## src/rtl/bus_pkg.sv

```systemverilog
// Shared types and constants for the bus transfer sequencer and its request FIFO.
package bus_pkg;
  localparam int FIFO_DEPTH = 2;
  localparam int ENTRY_W    = 4;

  typedef enum logic [1:0] {
    IDLE   = 2'd0,
    SELECT = 2'd1,
    LOAD   = 2'd2,
    FINISH = 2'd3
  } seq_state_t;

  function automatic logic [3:0] dst_onehot(input logic [1:0] idx);
    return 4'b0001 << idx;
  endfunction
endpackage

```

## src/rtl/req_fifo2.sv

```systemverilog
// Two-entry request FIFO. The consumer sees a freshly pushed entry one cycle
// after it lands, so the head has a full cycle to settle before it is used.
module req_fifo2
  import bus_pkg::*;
#(
  parameter int width = ENTRY_W
) (
  input  logic             clk,
  input  logic             rst_n,
  input  logic             push,
  input  logic [width-1:0] wdata,
  input  logic             pop,
  output logic [width-1:0] rdata,
  output logic             full,
  output logic             valid
);
  logic [width-1:0] mem [FIFO_DEPTH];
  logic             wr_ptr;
  logic             rd_ptr;
  logic [1:0]       count;
  logic             avail_q;
  logic             do_push;
  logic             do_pop;

  assign do_push = push && !full;
  assign do_pop  = pop && (count != 2'd0);

  always_ff @(posedge clk or negedge rst_n) begin
    if (!rst_n) begin
      for (int i = 0; i < FIFO_DEPTH; i++) mem[i] <= '0;
      wr_ptr  <= 1'b0;
      rd_ptr  <= 1'b0;
      count   <= 2'd0;
      avail_q <= 1'b0;
    end else begin
      if (do_push) begin
        mem[wr_ptr] <= wdata;
        wr_ptr      <= ~wr_ptr;
      end
      if (do_pop) rd_ptr <= ~rd_ptr;
      case ({do_push, do_pop})
        2'b10:   count <= count + 2'd1;
        2'b01:   count <= count - 2'd1;
        default: count <= count;
      endcase
      avail_q <= (count != 2'd0);
    end
  end

  assign rdata = mem[rd_ptr];
  assign full  = (count == 2'(FIFO_DEPTH));
  assign valid = avail_q;
endmodule

```

## src/rtl/bus_transfer_sequencer.sv

```systemverilog
// Sequences queued register-to-register transfers over a 4:1 bus mux:
// selects the source, pulses the destination load, then reports completion.
//
// state  | meaning
// IDLE   | waiting for a queued request; mux select holds last source
// SELECT | mux select driven from popped source, bus settling
// LOAD   | destination load pulse (unless src==dst), bus value captured
// FINISH | done pulse, nop qualifier, transfer counter advanced
module bus_transfer_sequencer
  import bus_pkg::*;
#(
  parameter int size = 32
) (
  input  logic            clk,
  input  logic            rst_n,
  input  logic            req,
  input  logic [1:0]      src,
  input  logic [1:0]      dst,
  output logic            ready,
  input  logic [size-1:0] bus_in,
  output logic            s0,
  output logic            s1,
  output logic [3:0]      ld,
  output logic [size-1:0] xfer_data,
  output logic            done,
  output logic            nop,
  output logic [7:0]      xfer_cnt
);
  seq_state_t         state_q, state_d;
  logic [ENTRY_W-1:0] head;
  logic               fifo_full;
  logic               fifo_valid;
  logic               push;
  logic               pop;
  logic [1:0]         cur_src_q;
  logic [1:0]         cur_dst_q;
  logic [3:0]         ld_q, ld_d;
  logic               done_q, done_d;
  logic               nop_q, nop_d;
  logic               capture;
  logic [size-1:0]    xfer_data_q;
  logic [7:0]         cnt_q;

  assign push = req && !fifo_full;
  assign pop  = (state_q == IDLE) && fifo_valid;

  req_fifo2 #(.width(ENTRY_W)) u_fifo (
    .clk   (clk),
    .rst_n (rst_n),
    .push  (push),
    .wdata ({src, dst}),
    .pop   (pop),
    .rdata (head),
    .full  (fifo_full),
    .valid (fifo_valid)
  );

  // Output registers are loaded one state early so they are valid throughout the target state.
  always_comb begin
    state_d = state_q;
    ld_d    = 4'b0000;
    done_d  = 1'b0;
    nop_d   = 1'b0;
    capture = 1'b0;
    case (state_q)
      IDLE:   if (fifo_valid) state_d = SELECT;
      SELECT: begin
        state_d = LOAD;
        if (cur_src_q != cur_dst_q) ld_d = dst_onehot(cur_dst_q);
      end
      LOAD: begin
        state_d = FINISH;
        capture = 1'b1;
        done_d  = 1'b1;
        nop_d   = (cur_src_q == cur_dst_q);
      end
      FINISH:  state_d = IDLE;
      default: state_d = IDLE;
    endcase
  end

  always_ff @(posedge clk or negedge rst_n) begin
    if (!rst_n) begin
      state_q     <= IDLE;
      cur_src_q   <= 2'd0;
      cur_dst_q   <= 2'd0;
      ld_q        <= 4'b0000;
      done_q      <= 1'b0;
      nop_q       <= 1'b0;
      xfer_data_q <= '0;
      cnt_q       <= 8'd0;
    end else begin
      state_q <= state_d;
      ld_q    <= ld_d;
      done_q  <= done_d;
      nop_q   <= nop_d;
      if (pop) begin
        cur_src_q <= head[3:2];
        cur_dst_q <= head[1:0];
      end
      if (capture) begin
        xfer_data_q <= bus_in;
        cnt_q       <= cnt_q + 8'd1;
      end
    end
  end

  assign ready     = !fifo_full;
  assign s1        = cur_src_q[1];
  assign s0        = cur_src_q[0];
  assign ld        = ld_q;
  assign done      = done_q;
  assign nop       = nop_q;
  assign xfer_data = xfer_data_q;
  assign xfer_cnt  = cnt_q;
endmodule

```

## config.mk

```make
export PLATFORM = sky130hd
export DESIGN_NAME = bus_transfer_sequencer
export DESIGN_NICKNAME = d
export VERILOG_FILES = /design/src/rtl/bus_pkg.sv /design/src/rtl/req_fifo2.sv /design/src/rtl/bus_transfer_sequencer.sv
export SDC_FILE = /design/constraint.sdc
export NUM_CORES = 1
export LEC_CHECK = 0
export CORE_UTILIZATION = 40
export DETAILED_ROUTE_END_ITERATION = 8
export HOLD_SLACK_MARGIN = 0.15
export PLACE_DENSITY = 0.73
export SYNTH_ARGS = -nofsm -noshare
export SYNTH_HDL_FRONTEND = slang
export SYNTH_HIERARCHICAL = 1
export SYNTH_SLANG_ARGS = --single-unit
```

## constraint.sdc

```tcl
create_clock -name clk -period 3.56 [get_ports clk]
set_input_delay 0.712 -clock clk [delete_from_list [all_inputs] [get_ports clk]]
set_output_delay 0.712 -clock clk [all_outputs]
set_load 0.005 [all_outputs]
```

==> results by group, run 1 <==
Setup path
  – Crit-path max cell delay: 0.48 ns
  – Cell family with most CP delay: buffers and inverters
  – Reg2Reg Launch Point: state_q[0]
  – Data arrival, critical path: approximately 1.5 ns
  – Worst path cell trace: nand2b_4 -> inv_4 -> inv_1 -> clkdlybuf4s50_1
  – Startpoint Class: flip-flop
  – Worst EP required: 2.85 ns
  – Crit path from: u_fifo/count[0]
  – Critical path type: reg2out
  – Worst path bufs/invs: 3
  – Element type at the critical path end: primary output
  – Slowest CP cell: clkdlybuf4s50_1
  – Largest fanout on the critical path: 4

STA
  – Fin crit period: ~2.2 ns
  – Actual slew at the worst max-slew pin: approximately 0.80 ns
  – RSZ-0062 raised after global routing: no
  – F_max: around 0.46 GHz
  – Final setup TNS: 0 ns
  – Final slew viol count: 0
  – Period utilization: 0.615
  – Relative slew slack: 0.465
  – Final hold vios: 0
  – Final Skew: about 0.007 ns
  – Final setup vio count: 0

Synthesis
  – Avg Inst Size Synth: between 15 and 20 um2
  – Cell variety after synth: 26
  – Yosys warnings: 6
  – Synthesized area: 0.00266 mm2
  – Cells after Synth: between 150 and 200
  – Post-synthesis sequential area ratio: 0.611
  – Flops & latches, synth: 65
  – Syn nets: 222

Min path
  – HP Class: reg2reg
  – HP Start: xfer_cnt[7]

Global routing
  – GRT Resource Usage Total: 0.151
  – Largest net degree at the start of global routing: 66
  – GR Overflow Total: 0
  – First-pass GRT wire length: around 8300 um
  – Global routing usage on met1: 0.193
  – Vias in the first global route: ~1,800
  – Met3 Track Usage GR: 0.0475
  – GR peak layer: met2
  – Met2 Usage GRT: 0.232
  – Initial antenna violation count: 0

Status
  – Status: completed

Clock tree
  – Htree depth: 3
  – Post-CTS setup buffer count: 0
  – CTS Buffer Depth: 2
  – Clk slew on worst S/H paths: ~0.06 ns
  – Post_cts resized: 0
  – Hold Buf Count CTS: 0
  – CTS sink cnt: 65
  – CTS tree: yes
  – Inserted Clock Buffers: 9
  – Clock Latency Late Sink: around 0.33 ns
  – Root Buffer: clkbuf_8

Layout
  – FILL cells: 538
  – Fin nets: 317
  – Ant. Diodes: 0
  – Layout cells sized above 1: 0.261
  – P&R area growth vs syn: 41.0%
  – Register area: 0.00163 mm2
  – Area taken by multi-input logic gates: just under 0.001 mm2
  – Layout Cells excl Fill: 353

Die
  – Starting Density: 0.417
  – Core area: 0.00639 mm2
  – Die area: between 0.006 and 0.007 mm2
  – Die H: about 84 um
  – Row cnt: 29
  – Top Ports: 88
  – DIE WIDTH: 83.6 um

Flow run
  – Number of max-cap violations: 0

Place
  – Port buffer count: 87
  – Placed cells: between 300 and 400
  – HPWL after DPL: ~3300 um
  – Routability cong.: between 0.7 and 0.8

Drt
  – DRC errors left: 0
  – Vias: between 1,500 and 2,000
  – Final WL: 4680 um
  – Via/cell ratio: 4.82
  – Initial DRC count: 32
  – Routed len/inst: roughly 13 um
  – First-pass iteration count of the detailed router: 4
  – Detail Route Antenna Nets: 0

Pwr
  – Leakage power total: roughly 1.6 nW
  – Pwr dens: 879 mW/mm2
  – Worst vdd ir: 0.404 mV
## area by class of cell
cell class,instances,area share
Sequential cell,65,0.433
Clock inverter,4,0.00533
Tap cell,77,0.0257
Inverter,6,0.00666
Timing Repair Buffer,89,0.235
Multi-Input combinational cell,101,0.257
Clock buffer,11,0.0377
## state kept, by name, summed over array words and instances, names as in the netlist, 2 cells and up
signal        count
xfer_cnt          8
cur_dst_q         2
xfer_data        32
u_fifo/mem        8
state_q           2
cur_src_q         2
u_fifo/count      2
ld                4
## through the flow
step	hold WS [ns]	setup slack [ns]	power, mW	utilization	area, um2
2_1_floorplan	0.416	1.93	2.14	-	2660
3_3_place_gp	0.462	1.41	2.78	0.563	3590
3_5_place_dp	0.463	1.37	2.83	0.563	3590
4_1_cts	0.476	1.33	3.36	0.588	3750
5_1_grt	0.504	1.28	3.54	0.588	3750
6_report	0.470	1.37	3.30	0.588	3750
## final timing paths
path | slack [ns] | endpoint | cells past startpoint
min in group asynchronous | 0.56 | xfer_data[27] | 2
setup reg to reg | 1.70 | xfer_data[26] | 4
setup / recovery | 1.37 | ready | 4
hold reg to reg | 0.47 | xfer_cnt[7] | 1
max in group asynchronous | 2.48 | ld[2] | 2
hold / removal | 0.47 | xfer_cnt[7] | 1
## synthesized netlist by cell type, drive strengths merged
| library cell | n | area share |
|---|---|---|
| a21oi | 3 | 0.0056 |
| and2 | 1 | 0.0024 |
| and3 | 3 | 0.0070 |
| and4 | 1 | 0.0033 |
| buf | 5 | 0.019 |
| dfrtp | 65 | 0.61 |
| ha | 6 | 0.028 |
| inv | 6 | 0.0094 |
| mux2 | 49 | 0.21 |
| nand2 | 5 | 0.0070 |
| nand2b | 1 | 0.0052 |
| nand3 | 4 | 0.0075 |
| nand3b | 1 | 0.0028 |
| nand4 | 1 | 0.0047 |
| nor2 | 4 | 0.0056 |
| nor2b | 2 | 0.0047 |
| nor3 | 2 | 0.0038 |
| nor3b | 1 | 0.0070 |
| nor4b | 1 | 0.0033 |
| o21ai | 1 | 0.0019 |
| or2 | 1 | 0.0024 |
| xnor2 | 9 | 0.030 |
| xor2 | 5 | 0.016 |
## where the power goes
group          internal, mW  switching [mW]
clock network         0.263           0.253
registers              1.10           0.243
logic                 0.976           0.468
## layer usage
layer	share of wire	wire length, um
met3	0.061	284
met5	0	0
met4	0.017	81
met1	0.44	2060
met2	0.48	2260
## kinds of logic after synthesis
| logic type | Yosys count | share of synthesized area |
|---|---|---|
| buffers and inverters | 11 | 0.0282 |
| muxes | 49 | 0.213 |
| DFF | 65 | 0.611 |
| and+or+nand+nor | 28 | 0.0667 |
| adders and majority gates | 6 | 0.0282 |
| AOI/OAI and AO/OA | 4 | 0.00751 |
| xor gates and xnor gates | 14 | 0.0460 |
## worst reg2reg max path, stage by stage, from the launching register on
cell	delay, ns
dfrtp_1	0.38
inv_1	0.12
ha_2	0.48
buf_4	0.37
mux2_2	0.39
## cells in the final DEF (no fill, tap or decap)
| master | count |
|---|---|
| a21oi_1 | 3 |
| and2_1 | 1 |
| and3_1 | 3 |
| and4_1 | 1 |
| buf_2 | 1 |
| buf_4 | 2 |
| clkbuf_1 | 1 |
| clkbuf_8 | 10 |
| clkdlybuf4s50_1 | 86 |
| clkinv_2 | 4 |
| dfrtp_1 | 65 |
| ha_1 | 5 |
| ha_2 | 1 |
| inv_1 | 5 |
| inv_4 | 1 |
| mux2_2 | 45 |
| mux2_4 | 4 |
| nand2_1 | 5 |
| nand2b_4 | 1 |
| nand3_1 | 4 |
| nand3b_1 | 1 |
| nand4_2 | 1 |
| nor2_1 | 4 |
| nor2b_1 | 2 |
| nor3_1 | 2 |
| nor3b_4 | 1 |
| nor4b_1 | 1 |
| o21ai_0 | 1 |
| or2_2 | 1 |
| xnor2_1 | 9 |
| xor2_1 | 5 |
No activity file was read; power rests on OpenSTA's default activity.
==> run 2, diff against run 1 <==
--- a/config.mk
+++ b/config.mk
@@ -8,7 +8,7 @@
 export CORE_UTILIZATION = 40
 export DETAILED_ROUTE_END_ITERATION = 8
 export HOLD_SLACK_MARGIN = 0.15
-export PLACE_DENSITY = 0.73
+export PLACE_DENSITY = 0.76
 export SYNTH_ARGS = -nofsm -noshare
 export SYNTH_HDL_FRONTEND = slang
 export SYNTH_HIERARCHICAL = 1
==> constraint.sdc (replaced) <==
create_clock -name clk -period 1.9 [get_ports clk]
set_input_delay 0.38 -clock clk [delete_from_list [all_inputs] [get_ports clk]]
set_output_delay 0.38 -clock clk [all_outputs]
set_load 0.005 [all_outputs]
==> run 2 against run 1 <==
  * Worst hold slack improved by 0.012 ns
  * Flip-flop and latch count did not move
  * Critical path depth did not move
  * Wire length rose by 4.9%
  * Register-to-register slack got worse by 1.5 ns
  * Sequential share of layout area fell by 1.1 points
  * Sequential power rose by 86%
  * Combinational power rose by 100%
  * Core utilization rose by 1.6 points
  * Setup slack got worse by 1.3 ns
  * First-iteration DRC count fell by 25%
  * Highest routed layer unchanged
==> results by group, run 2 (same netlist as run 1, synthesis figures left out) <==
STA
  – Final setup TNS: 0 ns (unchanged)
  – Final Skew: 0.00775 ns (was 0.00695 ns)
  – RSZ-0062 raised after global routing: no (unchanged)
  – Final setup margin: 0.0955 ns (was 1.37 ns)
  – Final hold vios: 0 (unchanged)
  – Final setup vio count: 0 (unchanged)
  – Period utilization: 0.950
  – Final slew viol count: 0 (unchanged)
  – Fin crit period: 1.80 ns
  – Actual slew at the worst max-slew pin: 0.430 ns (was 0.802 ns)
  – Relative slew slack: 0.713 (was 0.465)
  – F_max: 0.554 GHz

Clock tree
  – Inserted Clock Buffers: 9 (unchanged)
  – CTS tree: yes (unchanged)
  – Clock Latency Late Sink: 0.34 ns (was 0.33 ns)
  – CTS sink cnt: 65 (unchanged)
  – CTS Buffer Depth: 2 (unchanged)
  – Root Buffer: clkbuf_8 (unchanged)
  – Clk slew on worst S/H paths: 0.06 ns (about the same)
  – Htree depth: 3 (unchanged)

Setup path
  – Startpoint Class: flip-flop (unchanged)
  – Largest fanout on the critical path: 3 (was 4)
  – Element type at the critical path end: primary output (unchanged)
  – Worst path cell trace: nand2b_4 -> inv_4 -> inv_1 -> clkdlybuf4s50_1 (unchanged)
  – Crit-path max cell delay: 0.49 ns (was 0.48 ns)
  – Critical path type: reg2out (unchanged)
  – Slowest CP cell: clkdlybuf4s50_1 (unchanged)
  – Data arrival, critical path: 1.42 ns (was 1.48 ns)
  – Worst EP required: 1.52 ns (was 2.85 ns)

Place
  – Placed Area: 0.00365 mm2 (was 0.00359 mm2)
  – Port buffer count: 87 (unchanged)
  – HPWL after DPL: 3640 um (was 3320 um)
  – Placed cells: 341 (was 338)
  – Post-place setup slack: 0.0370 ns (was 1.37 ns)
  – Routability cong.: 0.698 (was 0.721)

Layout
  – Fin nets: 323 (was 317)
  – Finished layout cell area: 0.00386 mm2 (was 0.00375 mm2)
  – Layout Cells excl Fill: 359 (was 353)
  – Max FFs per register: 32 (unchanged)
  – Ant. Diodes: 0 (unchanged)
  – Most common cell after layout, fill and taps aside: clkdlybuf4s50_1 (unchanged)
  – Layout cells sized above 1: 0.280 (was 0.261)
  – P&R area growth vs syn: 44.9% (was 41.0%)
  – Final core occ: 0.604 (was 0.588)
  – Most frequent cells in the layout: clkdlybuf4s50_1 (86), dfrtp_1 (64), mux2_2 (45), clkbuf_8 (12), xnor2_1 (9) (was clkdlybuf4s50_1 (86), dfrtp_1 (65), mux2_2 (45), clkbuf_8 (10), xnor2_1 (9))

Pwr
  – P_sw: 1.86 mW (was 0.964 mW)
  – Clock share of power: 0.162 (was 0.156)
  – Pwr dens: 1670 mW/mm2 (was 879 mW/mm2)
  – Sw Ratio: 0.289 (was 0.292)
  – Int Pwr: 4.57 mW (was 2.34 mW)
  – Leakage power total: 1.67 nW (was 1.62 nW)
  – Worst vdd ir: 0.876 mV (was 0.404 mV)
  – Sequential power share: 0.388 (was 0.406)
  – Comb pwr share: 0.450 (was 0.437)

Status
  – Status: completed (unchanged)

Drt
  – DRC errors left: 0 (unchanged)
  – Detail Route Antenna Nets: 0 (unchanged)
  – First-pass iteration count of the detailed router: 4 (unchanged)
  – Via/cell ratio: 4.77 (was 4.82)
  – Routed len/inst: 13.7 um (was 13.3 um)
  – Initial DRC count: 24 (was 32)
  – Final WL: 4910 um (was 4680 um)
  – Vias: 1,714 (was 1,702)

Global routing
  – Initial antenna violation count: 0 (unchanged)
  – Vias in the first global route: 1,822 (was 1,755)
  – First-pass GRT wire length: 8610 um (was 8280 um)
  – GRT Resource Usage Total: 0.162 (was 0.151)
  – Largest net degree at the start of global routing: 31 (was 66)
  – GR Overflow Total: 0 (unchanged)

Die
  – Top Ports: 88 (unchanged)
  – Die area: 0.00699 mm2 (unchanged)
  – Row cnt: 29 (unchanged)
  – Die H: 83.6 um (unchanged)
  – Starting Density: 0.417 (unchanged)
  – DIE WIDTH: 83.6 um (unchanged)
  – Core area: 0.00639 mm2 (unchanged)

Min path
  – HP Class: reg2reg (unchanged)

Flow run
  – Number of max-cap violations: 0 (unchanged)
## run 2: path summary, 6_finish.rpt
path	startpoint	to	slack, ns	cells past startpoint
hold / removal	xfer_cnt[7]	xfer_cnt[7]	0.48	1
hold reg to reg	xfer_cnt[7]	xfer_cnt[7]	0.48	1
max in group asynchronous	rst_n	u_fifo/count[1]	0.76	3
setup reg to reg	state_q[0]	u_fifo/count[1]	0.16	9
setup / recovery	u_fifo/count[1]	ready	0.1	4
min in group asynchronous	rst_n	xfer_cnt[6]	0.51	2
## run 2: what timing repair did
action / CTS / global route
endpoints found under the setup margin: 1 / 1
setup buffers: 1 / 1
cloned: 0 / 0
resized for setup: 0 / 1
hold buffers: 1 / 0
hold endpoints to repair: 16 / 0
## run 2: power by group through the flow
stage	Sequential [mW]	Combinational (mW)	Clock [mW]
after global placement	2.51	2.82	0
after detailed placement	2.54	2.88	0
final	2.49	2.89	1.04
after global routing	2.61	3.16	1.15
after CTS	2.51	2.93	1.08
after floorplan	2.51	1.50	0
## run 2: per-stage QoR
step | hold slack [ns] | total power, mW
global placement | 0.343 | 5.32
CTS | 0.483 | 6.52
finish | 0.482 | 6.43
floorplan | 0.0844 | 4.01
detailed placement | 0.341 | 5.42
global route | 0.505 | 6.92
## run 2: metal layers
| metal | routed length, um | vias to the layer above | global-route usage |
|---|---|---|---|
| met1 | 2080 | 840 | 0.188 |
| met2 | 2360 | 62 | 0.256 |
| li1 | - | 808 | - |
| met5 | 0 | - | 0 |
| met4 | 46 | 0 | 0.0508 |
| met3 | 421 | 4 | 0.0890 |
## run 2: critical path: cells and delay by family (launching register included)
family        cells  cell delay (ns)
buf+inv           3             0.57
flops             1             0.42
simple gates      1             0.09
## run 2: final cells by class
type                       count  area, um2
clock inverter                 3       15.0
tap                           77       96.3
fill                         535       2530
clock buffer                  12        165
multi-input combinational    101        965
sequential                    65       1630
timing repair buffer          95        966
inverter                       6       25.0
==> run 3, diff against run 2 <==
--- a/config.mk
+++ b/config.mk
@@ -5,10 +5,11 @@
 export SDC_FILE = /design/constraint.sdc
 export NUM_CORES = 1
 export LEC_CHECK = 0
+export CAP_MARGIN = 10
 export CORE_UTILIZATION = 40
 export DETAILED_ROUTE_END_ITERATION = 8
 export HOLD_SLACK_MARGIN = 0.15
-export PLACE_DENSITY = 0.76
+export PLACE_DENSITY = 0.73
 export SYNTH_ARGS = -nofsm -noshare
 export SYNTH_HDL_FRONTEND = slang
 export SYNTH_HIERARCHICAL = 1
==> constraint.sdc (replaced) <==
create_clock -name clk -period 2 [get_ports clk]
set_input_delay 0.4 -clock clk [delete_from_list [all_inputs] [get_ports clk]]
set_output_delay 0.4 -clock clk [all_outputs]
set_load 0.005 [all_outputs]
==> run 3 against run 2 <==
  * First-iteration DRC count grew to 2.5 times the previous value
  * Global-route usage shrank 0.63 points
  * Register-to-register slack gained 0.12 ns
  * Combinational power shrank 7.6%
  * Wire length grew 0.61%
  * Highest routed layer unchanged
  * Non-clock buffer count shrank 4
  * Cell count shrank 1.4%
  * Core utilization shrank 0.76 points
  * Sequential power shrank 4%
==> results by group, run 3 (same netlist as run 1, synthesis figures left out) <==
Status
  – Status: completed (unchanged)

Layout
  – Layout Cells excl Fill: 354 (was 359)
  – Fin nets: 319 (was 323)
  – Area taken by multi-input logic gates: 965 um2 (unchanged)
  – Max FFs per register: 32 (unchanged)
  – Ant. Diodes: 0 (unchanged)
  – Layout cells sized above 1: 0.253 (was 0.280)
  – Final core occ: 0.597 (was 0.604)
  – Most frequent cells in the layout: clkdlybuf4s50_1 (86), dfrtp_1 (65), mux2_2 (45), clkbuf_8 (11), xnor2_1 (9) (was clkdlybuf4s50_1 (86), dfrtp_1 (64), mux2_2 (45), clkbuf_8 (12), xnor2_1 (9))
  – Most common cell after layout, fill and taps aside: clkdlybuf4s50_1 (unchanged)
  – P&R area growth vs syn: 43.1% (was 44.9%)
  – Register area: 0.00163 mm2 (about the same)
  – FILL cells: 571 (was 535)

Drt
  – Detail Route Antenna Nets: 0 (unchanged)
  – Routed len/inst: 14.0 um (was 13.7 um)
  – Initial DRC count: 61 (was 24)
  – DRC errors left: 0 (unchanged)
  – First-pass iteration count of the detailed router: 4 (unchanged)
  – Final WL: 4940 um (was 4910 um)
  – Via/cell ratio: 4.79 (was 4.77)
  – Vias: 1,697 (was 1,714)

Place
  – Port buffer count: 87 (unchanged)
  – Routability cong.: 0.714 (was 0.698)
  – Placed cells: 339 (was 341)
  – HPWL after DPL: 3630 um (was 3640 um)
  – Post-place setup slack: 0.155 ns (was 0.0370 ns)

Clock tree
  – Root Buffer: clkbuf_8 (unchanged)
  – Clk slew on worst S/H paths: 0.06 ns (about the same)
  – Hold Buf Count CTS: 1 (unchanged)
  – Inserted Clock Buffers: 9 (unchanged)
  – Post_cts resized: 0 (unchanged)
  – Htree depth: 3 (unchanged)
  – CTS sink cnt: 65 (unchanged)
  – CTS Buffer Depth: 2 (unchanged)
  – CTS tree: yes (unchanged)
  – Clock Latency Late Sink: 0.32 ns (was 0.34 ns)
  – Post-CTS setup buffer count: 0 (was 1)

Flow run
  – Number of max-cap violations: 0 (unchanged)

Setup path
  – Largest fanout on the critical path: 4 (was 3)
  – Element type at the critical path end: primary output (unchanged)
  – R2R Setup Slk: 0.28 ns (was 0.16 ns)
  – Worst EP required: 1.60 ns (was 1.52 ns)
  – Data arrival, critical path: 1.49 ns (was 1.42 ns)
  – Startpoint Class: flip-flop (unchanged)
  – Critical path type: reg2out (unchanged)

Die
  – Starting Density: 0.417 (unchanged)
  – DIE WIDTH: 83.6 um (unchanged)
  – Die area: 0.00699 mm2 (unchanged)
  – Row cnt: 29 (unchanged)
  – Top Ports: 88 (unchanged)
  – Die H: 83.6 um (unchanged)
  – Core area: 0.00639 mm2 (unchanged)

Pwr
  – Worst vdd ir: 0.815 mV (was 0.876 mV)
  – Leakage power total: 1.64 nW (was 1.67 nW)
  – Pwr dens: 1570 mW/mm2 (was 1670 mW/mm2)

STA
  – Relative slew slack: 0.642 (was 0.713)
  – Final Skew: 0.00733 ns (was 0.00775 ns)
  – RSZ-0062 raised after global routing: no (unchanged)
  – Final setup margin: 0.110 ns (was 0.0955 ns)
  – Fin Hold WS: 0.476 ns (was 0.482 ns)
  – Final hold vios: 0 (unchanged)
  – Final slew viol count: 0 (unchanged)
  – Period utilization: 0.945
  – Fin crit period: roughly 1.9 ns
  – Actual slew at the worst max-slew pin: 0.537 ns (was 0.430 ns)
  – Final setup vio count: 0 (unchanged)
  – F_max: between 0.5 and 0.6 GHz
  – Final setup TNS: 0 ns (unchanged)

Global routing
  – First-pass GRT wire length: 8490 um (was 8610 um)
  – Largest net degree at the start of global routing: 45 (was 31)
  – GR Overflow Total: 0 (unchanged)
  – Initial antenna violation count: 0 (unchanged)
  – GRT Resource Usage Total: 0.156 (was 0.162)
  – Vias in the first global route: 1,781 (was 1,822)

Min path
  – HP Class: reg2reg (unchanged)
-- run 3: changes by cell type in the layout (fill, tap and decap cells not counted), sizes merged --
| cell | previous run | this run |
|---|---|---|
| clkbuf | 12 | 14 |
| buf | 8 | 4 |
| clkinv | 3 | 0 |
-- run 3: critical path, stage by stage (launching register included) --
cell	delay, ns
dfrtp_1	0.42
nand2b_4	0.18
inv_4	0.04
inv_1	0.04
clkdlybuf4s50_1	0.49
-- run 3: path summary, 6_finish.rpt --
check	from	end	cells after the start
worst min register to register	xfer_cnt[7]	xfer_cnt[7]	1
worst max-delay path	u_fifo/count[0]	ready	4
min in group asynchronous	rst_n	xfer_cnt[4]	2
worst max register to register	state_q[0]	u_fifo/count[1]	8
worst min-delay path	xfer_cnt[7]	xfer_cnt[7]	1
max in group asynchronous	rst_n	ld[1]	3
-- run 3: per-stage QoR --
step           area (um2)  total power [mW]
4_1_cts              3810              6.10
3_5_place_dp         3640              5.13
6_report             3810              5.99
5_1_grt              3810              6.41
3_3_place_gp         3640              5.04
2_1_floorplan        2660              3.81
-- run 3: per-layer routing --
| metal | GRT usage | routed length (um) |
|---|---|---|
| met5 | 0 | 0 |
| met3 | 0.0396 | 278 |
| met2 | 0.255 | 2380 |
| met1 | 0.193 | 2200 |
| met4 | 0.0740 | 87 |
-- run 3: layout make-up --
cell class	instances	share of cell area
Inverter	6	0.00657
Sequential cell	65	0.427
Clock buffer	14	0.0427
Multi-Input combinational cell	101	0.253
Timing Repair Buffer	91	0.246
Tap cell	77	0.0253
-- run 3: report_power, final --
| part | switching (mW) | leakage (nW) | internal, mW | total [mW] |
|---|---|---|---|---|
| Combinational | 0.857 | 0.774 | 1.81 | 2.67 |
| Sequential | 0.430 | 0.782 | 1.96 | 2.39 |
| Clock | 0.432 | 0.0826 | 0.506 | 0.938 |
| Total | 1.72 | 1.64 | 4.27 | 5.99 |
